File: src/rtl/qfixed_divider.sv
// qfixed_divider: sequential signed Q-format divider (radix-2 restoring) with rounding,
// saturation to +/-inf and single-cycle special-operand resolution. Rev 1.0
`default_nettype none

module qfixed_divider #(
  parameter int WIDTH = 64,
  parameter int FRAC  = 48,
  parameter int ROUND = 0
) (
  input  logic             clk,
  input  logic             reset,
  input  logic             launch,
  input  logic [WIDTH-1:0] a,
  input  logic [WIDTH-1:0] b,
  output logic             busy,
  output logic             done,
  output logic [WIDTH-1:0] res,
  output logic             overflow
);

  localparam int QW = WIDTH + FRAC;
  localparam int CW = $clog2(QW + 1);

  localparam logic [1:0] IDLE = 2'd0;
  localparam logic [1:0] CALC = 2'd1;
  localparam logic [1:0] FIX  = 2'd2;

  localparam logic [WIDTH-1:0] NAN_V  = {1'b1, {(WIDTH-1){1'b0}}};
  localparam logic [WIDTH-1:0] PINF_V = {1'b0, {(WIDTH-1){1'b1}}};
  localparam logic [WIDTH-1:0] NINF_V = {1'b1, {(WIDTH-2){1'b0}}, 1'b1};
  localparam logic [CW-1:0]    LAST   = CW'(QW - 1);

  logic [1:0]       state;
  logic [CW-1:0]    cnt;
  logic [QW-1:0]    dq;     // dividend bits shift out the top, quotient bits shift in below
  logic [WIDTH:0]   rem;
  logic [WIDTH-1:0] ub;
  logic             neg;

  // Operand classification, evaluated on the launch inputs
  logic a_nan, b_nan, a_inf, b_inf, a_zero, b_zero, special, sgn;
  logic [WIDTH-1:0] special_res, ua, ub_in;

  always_comb begin
    a_nan   = (a == NAN_V);
    b_nan   = (b == NAN_V);
    a_inf   = (a == PINF_V) || (a == NINF_V);
    b_inf   = (b == PINF_V) || (b == NINF_V);
    a_zero  = (a == '0);
    b_zero  = (b == '0);
    special = a_nan || b_nan || b_zero || a_inf || b_inf || a_zero;
    sgn     = a[WIDTH-1] ^ b[WIDTH-1];
    ua      = a[WIDTH-1] ? -a : a;
    ub_in   = b[WIDTH-1] ? -b : b;

    special_res = '0;
    if (a_nan || b_nan || b_zero)
      special_res = NAN_V;
    else if (a_inf && b_inf)
      special_res = NAN_V;
    else if (a_inf)
      special_res = sgn ? NINF_V : PINF_V;
  end

  // One restoring step
  logic [WIDTH:0] rem_sh, rem_nx;
  logic           ge;

  always_comb begin
    rem_sh = {rem[WIDTH-1:0], dq[QW-1]};
    ge     = (rem_sh >= {1'b0, ub});
    rem_nx = ge ? (rem_sh - {1'b0, ub}) : rem_sh;
  end

  // Final rounding, saturation and sign
  logic             rnd, sat;
  logic [QW:0]      q_rnd;
  logic [WIDTH-1:0] mag, fix_res;

  always_comb begin
    rnd     = (ROUND != 0) && ({rem, 1'b0} >= {2'b00, ub});
    q_rnd   = {1'b0, dq} + {{QW{1'b0}}, rnd};
    sat     = (q_rnd >= {{(QW+1-WIDTH){1'b0}}, PINF_V});
    mag     = sat ? PINF_V : q_rnd[WIDTH-1:0];
    fix_res = (neg && (mag != '0)) ? -mag : mag;
  end

  always_ff @(posedge clk or negedge reset) begin
    if (!reset) begin
      state    <= IDLE;
      cnt      <= '0;
      dq       <= '0;
      rem      <= '0;
      ub       <= '0;
      neg      <= 1'b0;
      busy     <= 1'b0;
      done     <= 1'b0;
      res      <= '0;
      overflow <= 1'b0;
    end else begin
      done <= 1'b0;
      case (state)
        IDLE: begin
          if (launch) begin
            if (special) begin
              res      <= special_res;
              overflow <= 1'b0;
              done     <= 1'b1;
            end else begin
              state <= CALC;
              busy  <= 1'b1;
              cnt   <= '0;
              dq    <= {ua, {FRAC{1'b0}}};
              rem   <= '0;
              ub    <= ub_in;
              neg   <= sgn;
            end
          end
        end
        CALC: begin
          dq  <= {dq[QW-2:0], ge};
          rem <= rem_nx;
          cnt <= cnt + CW'(1);
          if (cnt == LAST)
            state <= FIX;
        end
        FIX: begin
          res      <= fix_res;
          overflow <= sat;
          done     <= 1'b1;
          busy     <= 1'b0;
          state    <= IDLE;
        end
        default: state <= IDLE;
      endcase
    end
  end

endmodule

`default_nettype wire
File: config.mk
export PLATFORM = sky130hd
export DESIGN_NAME = qfixed_divider
export DESIGN_NICKNAME = d
export VERILOG_FILES = /design/src/rtl/qfixed_divider.sv
export SDC_FILE = /design/constraint.sdc
export NUM_CORES = 1
export LEC_CHECK = 0
export CAP_MARGIN = 20
export CELL_PAD_IN_SITES_DETAIL_PLACEMENT = 1
export CELL_PAD_IN_SITES_GLOBAL_PLACEMENT = 1
export CORE_MARGIN = 2
export CORE_UTILIZATION = 35
export DETAILED_ROUTE_END_ITERATION = 8
export PLACE_DENSITY_LB_ADDON = 0.15
export SLEW_MARGIN = 20
export SYNTH_ARGS = -nofsm -noshare
export SYNTH_HDL_FRONTEND = slang
export SYNTH_SLANG_ARGS = --single-unit
File: constraint.sdc
create_clock -name clk -period 4.25 [get_ports clk]
set_clock_uncertainty 0.1 [all_clocks]
set_input_delay 0.6375 -clock clk [delete_from_list [all_inputs] [get_ports clk]]
set_output_delay 0.6375 -clock clk [all_outputs]
set_load 0.05 [all_outputs]
## Word-level counts from Yosys, hierarchy flattened

Index checks and enable logic that the tools add are counted.

| cells by class | value |
|---|---|
| equality and inequality tests | 13 |
| bitwise logic cells | 2 |
| add/sub/neg operators | 5 |
| reduce and logical (&&, ||, !) cells | 20 |
| multiplexer cells | 34 |
| magnitude comparators | 2 |

Operator list:

| kind | count |
|---|---|
| $mux 64 | 13 |
| $eq 64x64->1 const B | 4 |
| $pmux 64 s2 | 2 |
| $mux 112 | 2 |
| $pmux 112 s2 | 1 |
| $neg 64->64 | 3 |
| $eq 64x63->1 const B | 2 |
| $logic_not 64->1 | 2 |
| $ge 112x63->1 const B | 1 |
| $ge 65x64->1 | 1 |
| $reduce_bool 64->1 | 1 |
| $sub 64x64->64 | 1 |
| $reduce_and 3->1 | 5 |
| $mux 7 | 2 |
| $pmux 7 s2 | 1 |
| $ne 2x2->1 const B | 4 |
| $add 7x1->7 const B | 1 |
| $eq 7x7->1 const B | 1 |
| $logic_or 1x1->1 | 7 |
| $mux 1 | 6 |
| $mux 2 | 3 |
| $pmux 1 s2 | 3 |
| $pmux 2 s2 | 1 |
| $reduce_bool 2->1 | 2 |
| 6 further kinds | 7 |

| storage, ports and cells | value |
|---|---|
| word-level logic and storage cells | 86 |
| output and inout bits | 67 |
| bits of input ports | 131 |
| register bits after elaboration | 317 |

## Logic depth before layout (Yosys ltp)

| depth | value |
|---|---|
| depth in word-level cells | 9 |
| gate-level depth with buffers | 19 |
| depth with buffers taken out | 16 |

## Worst setup path before layout

Ideal clock, no wire load.

| timing path | value |
|---|---|
| kind | reg2reg |
| start point | register dq[75] |
| end point | register res[63] |
| data arrival time | 4,180 ps |
| data required time | 4,018 ps |
| path slack | -163 ps |
| buffers on the path | 2 |
| library setup time | 132 ps |
| clock period less this slack | 4,413 ps |
| cell stages (with the launch flop) | 18 |
| path through | dfrtp_1 -> nor4_1 -> nand4_1 -> nor4_1 -> nand2_1 -> clkbuf_1 -> nor2_1 -> ha_1 -> nor3b_1 -> nand3_1 -> nor3_4 -> nand4_2 -> nor4_4 -> nand2b_2 -> buf_6 -> a21oi_1 -> a211oi_1 -> o22ai_1 |

| on the way | value |
|---|---|
| cells in the longest elaborated chain, start to end | 6 |
| elaborated cells on any way between the ends | 7 |
| classes of those cells | 1 x add/sub; 1 x order compare; 3 x mux; 2 x reduce/logical |

Ends and longest elaborated chain:

| item | line | source |
|---|---|---|
| start, declared | 35 | `logic [QW-1:0] dq;` |
| start signal, assigned | 113 | `dq <= {ua, {FRAC{1'b0}}};` |
| start signal, assigned | 121 | `dq <= {dq[QW-2:0], ge};` |
| $ge 112x63->1 * | 83 | `sat = (q_rnd >= {{(QW+1-WIDTH){1'b0}}, PINF_V});` |
| $mux 64 * | 84 | `mag = sat ? PINF_V : q_rnd[WIDTH-1:0];` |
| parallel branches: the longest is 2 deep, another holds $neg 64->64 | n/a |  |
| $mux 64 * | 85 | `fix_res = (neg && (mag != '0)) ? -mag : mag;` |
| $pmux 64 s2 * | 102 | `case (state)` |
| end signal, assigned | 106 | `res <= special_res;` |
| end signal, assigned | 128 | `res <= fix_res;` |
| end, declared | 17 | `output logic [WIDTH-1:0] res,` |

Every way passes the cells marked *.
A chain may end at the register's enable or synchronous reset.

## Worst setup path in the final report

| timing path | value |
|---|---|
| start point | register ub[1] |
| end point | register rem[26] |

| on the way | value |
|---|---|
| cells in the longest elaborated chain, start to end | 3 |
| elaborated cells on any way between the ends | 4 |
| classes of those cells | 1 x add/sub; 1 x order compare; 2 x mux |

Ends and longest elaborated chain:

| item | line | source |
|---|---|---|
| start, declared | 37 | `logic [WIDTH-1:0] ub;` |
| start signal, assigned | 115 | `ub <= ub_in;` |
| $sub 64x64->64 or $ge 65x64->1 (tied branches) | 72, 71 |  |
| $mux 64 * | 72 | `rem_nx = ge ? (rem_sh - {1'b0, ub}) : rem_sh;` |
| $pmux 64 s2 * | 102 |  |
| end signal, assigned | 122 | `rem <= rem_nx;` |
| end, declared | 36 | `logic [WIDTH:0] rem;` |

Every way passes the cells marked *; elsewhere a longest branch is shown, timed or not.

==> results.toml <==
[detailed_routing]
drt-initial-drc-count = 1147
routed_wl_mm = 83.3
dr.max_layer_used = "met4"
route.vias.total = 22203
vias_per_cell = 5.63
wl_met1_mm = 37.9
met3_length_mm = 3.43
ant_nets = 0
routedWlPerCell_um = 21.1
firstDrtPassIters = 5
drc_errors = 0
wl_met2_mm = 39.7

[status]
status = "complete, no violations"

[worst_setup_path]
worst-r2r-setup-slack_ps = 200
crit_path_end_kind = "flip-flop"
cp-start-kind = "flip-flop"
worst-path-max-fanout = 59
r2r_start = "ub[1]"
cp_data_arrival_time_ps = 4370
crit_type = "reg2reg"
crit_start = "ub[1]"
required_ps = 4570

[place]
gp_congestion = 0.930
place_area_um2 = 26700
portBuffers = 197
hpwl_mm = 63.4

[synthesis]
async_flop_share_pct = 100
synth_cell_types = 87
synthCells = 2697
ys.flop_type = "dfrtp_1"
ys_seq_area_share_pct = 36.3
synth.ff_latch_count = 317
synth_area_um2 = 21900
syn_nets = 2901
synth-edff-count = 0
yosys_warnings = 0
synth_area_per_cell_um2 = 8.11

[global_route]
grt_use_total_pct = 25.7
grt_max_degree = 147
grt_overflow = 0
antenna_found_initial = 1
grt_pass1_wl_mm = 132
grt_pass1_vias = 23251

[run]
drv_cap = 0

[clock_network]
cts_buffer_depth = 3
cts_made_buffers = 40
clk_latency_ps = 570
postCtsSetupBuffers = 0
htreeDepth = 2
cts_tree = "built"
cts_sinks = 317
cts_root_buffer = "clkbuf_16"
clk_pin_slew_ps = 60

[final_layout]
fillers = 7406
area_growth_pct = 28.7
drive_gt1_share_pct = 13.3
post-route-util_pct = 45.6
nets = 3279
fin_area_um2 = 28100

[timing]
slew_viol_final = 0
setup_viol = 0
slew_headroom_pct = 40.1
fin_crit_sh_pct = 95.3
final_hold_viol_count = 0
grt_setup_unrepaired = "no"
tightest_slew_ps = 899
period_needed_ps = 4050
max_freq_mhz = 247

[min_path]
hp-class = "in2async"

[die]
rows = 91
io_pins = 198
die_x_um = 254
dieArea_um2 = 64500
die_y_um = 254
core_area_um2 = 61700
start_util_pct = 35.4

[power_and_ir_drop]
power.density_nw_per_um2 = 249
ir_drop_mv = 0.250
p_leak_nw = 11.5
==> cell usage after synthesis, types with 32 or more instances <==
cell type / number / area share, %
xor2_1: 125 / 5.0
nor2_1: 265 / 4.6
o41ai_1: 33 / 1.3
nor4_1: 47 / 1.3
a21oi_1: 247 / 5.7
xnor2_1: 76 / 3.0
nand2_1: 277 / 4.8
nand4_1: 80 / 2.3
ha_1: 72 / 4.1
o21ai_0: 197 / 4.5
dfrtp_1: 317 / 36
clkbuf_1: 110 / 1.9
o31ai_1: 43 / 1.5
inv_1: 106 / 1.8
nor3_1: 59 / 1.4
a22o_1: 46 / 1.8
or3_1: 32 / 0.92
o21ai_1: 137 / 3.1
==> registers in the layout, indices dropped and copies added (netlist names) <==
signal	flops
rem	64
ub	64
overflow	1
state	2
busy	1
cnt	7
neg	1
dq	112
done	1
res	64
==> path summary, 6_finish.rpt <==
| check | end | cells past startpoint |
|---|---|---|
| setup / recovery | rem[26] | 13 |
| hold / removal | dq[67] | 1 |
| setup reg to reg | rem[26] | 13 |
| hold reg to reg | ub[36] | 2 |
| max in group asynchronous | res[15] | 2 |
| min in group clk | ub[36] | 2 |
==> where the power goes <==
group	internal [W]	total (W)	switching (W)
Sequential	0.00302	0.00302	0
Combinational	0.000246	0.000547	0.000301
Clock	0.00204	0.00343	0.00139
==> worst max-delay path: stages (launching register included) <==
cell and delay [ps]:
dfrtp_1 390, inv_1 60, ha_1 290, nor2b_1 150
o31a_1 280, o2111ai_1 340, a211oi_1 120, buf_4 160
nor4b_1 620, nor4b_2 210, o31ai_4 480, buf_12 320
mux2i_1 260, o21ai_1 80
==> cells by family (layout without fill, tap and decap cells) <==
family	after synthesis	after routing	share of synthesized area (%)
other	0	1	0
adder cells (fa/ha/maj)	73	73	4.21
flip-flops	317	317	36.3
AO/OA/AOI/OAI	898	898	24.9
AND/OR/NAND/NOR	925	925	20.6
multiplexers	19	19	0.881
XOR/XNOR	201	201	8.05
buffers and inverters	264	670	5.03
==> timing repair <==
item                       in CTS  in global routing
hold endpoints to repair        0                  0
hold buffers                    0                  0
setup endpoints to repair      21                 47
pin swaps                       1                  4
resized for setup               2                 12
==> through the flow <==
stage	worst slack, ps	std cells	total power [W]	hold WS (ps)	TNS (ps)
2_1_floorplan	13.7	2697	0.00323	242	0
3_5_place_dp	-290	3870	0.00362	375	-15220
6_report	201	3941	0.00700	16.0	0
4_1_cts	1.92	3940	0.00711	69.0	0
3_3_place_gp	-268	3870	0.00362	369	-30210
5_1_grt	5.72	3940	0.00725	57.0	0
==> final cells by class <==
type	instances	area (um^2)	area share, %
flip-flops and latches	317	7930	28.2
inverters	106	398	1.41
clock inverters	13	160	0.569
well taps	837	1050	3.72
multi-input cells	2116	13000	46.1
repair buffers	494	4500	16.0
clock buffers	57	1140	4.04
diodes	1	2.50	0.00890
==> per-layer routing <==
metal  GRT usage (%)  vias up
met1            34.6    11038
met5               0        -
li1                -    10533
met4            7.06        0
met3            2.66      121
met2            43.9      511
==> layout by cell type, fill, tap and decap left out, types with 11 or more instances in the layout <==
cell type and instances:
or3_1 32, clkdlybuf4s50_1 194, o31ai_1 42, nand3_1 30, o21ai_1 137, or4_1 21, xor2_1 125, nor4_1 40
nor2_1 262, nand2b_1 19, buf_12 24, buf_4 273, o21a_1 15, o41ai_1 33, xnor2_1 76, a22o_1 46
ha_1 72, clkbuf_16 41, or2_2 12, nand4_1 80, clkbuf_1 11, dfrtp_1 317, mux2i_1 17, and3_1 14
o21ai_0 197, a21oi_1 247, nand2_1 275, a211oi_1 13, a21o_1 27, inv_1 106, a22oi_1 31, and2_1 14
o21bai_1 12, nor3_1 58, a31oi_1 22
No activity file was read; power rests on OpenSTA's default activity.
==> RTL edit, RTL diff (same settings) <==
Set the parameter `ROUND` to 1 (it was 0).
--- a/src/rtl/qfixed_divider.sv
+++ b/src/rtl/qfixed_divider.sv
@@ -6,5 +6,5 @@
   parameter int WIDTH = 64,
   parameter int FRAC  = 48,
-  parameter int ROUND = 0
+  parameter int ROUND = 1
 ) (
   input  logic             clk,
Check against the original RTL: no difference found for any inputs over 4 cycles, from zero or initial values and one cycle with reset low; that may be too few to reach the edited logic, so the function may still have changed.
==> RTL edit against the original RTL <==
The flow now finishes with violations (hold timing, setup timing); global-route usage is 9.3 points higher; final area is 49% higher; setup slack worse by 3.8 ns; hold slack worse by 0.029 ns; synthesized area is 23% higher; routed wire length is 69% higher; sequential cell count is 1 higher; synthesized cell count is 26% higher; critical path depth is 29 higher; critical endpoint is now res[5].
Power is not compared: it rests on default switching activity, and its combinational part moved more than twofold at a synthesized area within 25%.
==> RTL edit: results (changes against the original RTL) <==
The run finished, with violations left. The checks that failed: hold timing, setup timing. The number of DRC violations after detailed-routing iteration 0 is 2,251 (+96%). The non-filler instance count after layout was 5,702 (+45%). The count of fill cells added during filler insertion came out at 9,064 (+22%).

Counting instances in the post-synthesis netlist gives the leading cell types as 384 x nand2_1, 318 x dfrtp_1, 304 x o21ai_0. The detailed-routed wire length on met2 is 68,240 um (+72%). The slowest cell on the critical path is or4_4.

The final count of negative-setup-slack endpoints came out at 65 (+65). The register area share after synthesis came out at 29.64% (-6.6 points). The post-placement setup slack is -3.718 ns (-3.428 ns). The highest net fanout along the worst path came out at 4 (-93%).

In the post-synthesis netlist, the biggest area contributors are dfrtp_1 30%, o21ai_0 5.7%, nand2_1 5.4%. The ratio of cells with drive above 1 in the final layout came out at 34.08% (+21 points). The delay of the slowest cell on the worst path came out at 0.58 ns (-0.04 ns). The count of unique library cells instantiated by Yosys is 101 (+16%). The sum of net half-perimeters after detailed placement is 111,200 um (+76%).

The number of global-route vias before repair is 35,540 (+53%). The endpoint arrival time on the critical path is 8.25 ns (+3.88 ns). The count of mapped cells out of synthesis came out at 3,389 (+26%). The routed length on met1 is 60,370 um (+59%). The routed wire length on met3 is 6191 um (+80%). The endpoint of the most critical register-to-register path is res[5].

The final-stage net count came out at 4,849 (+48%). The worst register-to-register path begins at ub[13]. Routed signal wires occupy layers up through met5.

The clock insertion delay at the later pin of the skew report is 0.60 ns (+0.03 ns). The overall fraction of global-route tracks in use came out at 35.02% (+9.3 points). The worst voltage drop across the vdd grid is 0.3820 mV. The number of hold violations in the final report came out at 3 (+3).

The kind of cell with the highest combined delay along the critical path is simple AND/OR/NAND/NOR gates. The clock buffer count from CTS is 43 (+7.5%). The actual slew at the worst max-slew pin is 0.9637 ns (+0.06495 ns).

The setup total negative slack came to -217.33 ns (-217.33 ns). The post-detailed-route wirelength per cell came to 24.74 um (+17%). The depth of the worst register-to-register path is 42 (+29). The post-synthesis net count came out at 3,595 (+24%). The initial antenna violation count came out at 2 (+1).

The pin count of the biggest net entering global routing is 91 (-38%). The worst path setup slack after routing is -3.619 ns (-3.820 ns). In this run the worst setup path begins at ub[13]. The worst hold slack after final layout came out at -0.01344 ns (-0.02945 ns). The global placement routability congestion came out at 1.008 (+8.4%).
[RTL edit: cells by family after synthesis]
kind of cell / count (synthesis) / share of synthesized area, %
and+or+nand+nor: 1340 / 26.66
DFF: 318 / 29.64
AOI/OAI and AO/OA: 988 / 23.91
adders and majority gates: 75 / 3.523
muxes: 78 / 2.941
xor gates and xnor gates: 250 / 8.155
buffers and inverters: 340 / 5.178
[RTL edit: what timing repair did]
item | in CTS | in global routing
endpoints found under the hold margin | 0 | 0
cloned | 1 | 2
resized for setup | 99 | 144
setup buffers | 26 | 41
pin swaps | 56 | 131
setup endpoints to repair | 311 | 130
[RTL edit: final cells by class]
type                       instances  share of cell area (%)
sequential                       318                   19.01
clock inverter                    20                  0.5738
multi-input combinational       2731                   45.06
antenna                            1                0.005977
timing repair buffer            1439                   28.51
clock buffer                      53                   2.779
inverter                         110                  0.9863
tap                             1030                   3.078
[RTL edit: worst max-delay path by stage]
stage	slack, ns	to	depth (start not counted)
after floorplan	-3.08	res[47]	36
after global placement	-3.48	res[46]	37
after detailed placement	-3.72	res[48]	37
after CTS	-3.39	res[53]	36
after global routing	-3.90	res[41]	39
final	-3.62	res[5]	42
[RTL edit: report_power, final]
group | switching [W] | total, W | leakage [nW] | internal, W
logic | 0.00890 | 0.0168 | 13.6 | 0.00791
clock network | 0.00157 | 0.00375 | 0.682 | 0.00218
registers | 0.000680 | 0.00465 | 3.66 | 0.00397
[RTL edit: per-stage QoR]
step                      instance area [um^2]  hold WS, ns
after floorplan                          27220       0.2419
after global placement                   38800       0.3707
after detailed placement                 38800       0.3807
after CTS                                40900      0.03438
after global routing                     41860      0.07613
final                                    41870     -0.01344
[RTL edit: per-layer routing]
metal	track usage, %	vias to the layer above
met5	0	-
met4	13.44	2
met3	3.566	304
met2	60.22	983
met1	45.06	16790
li1	-	15080
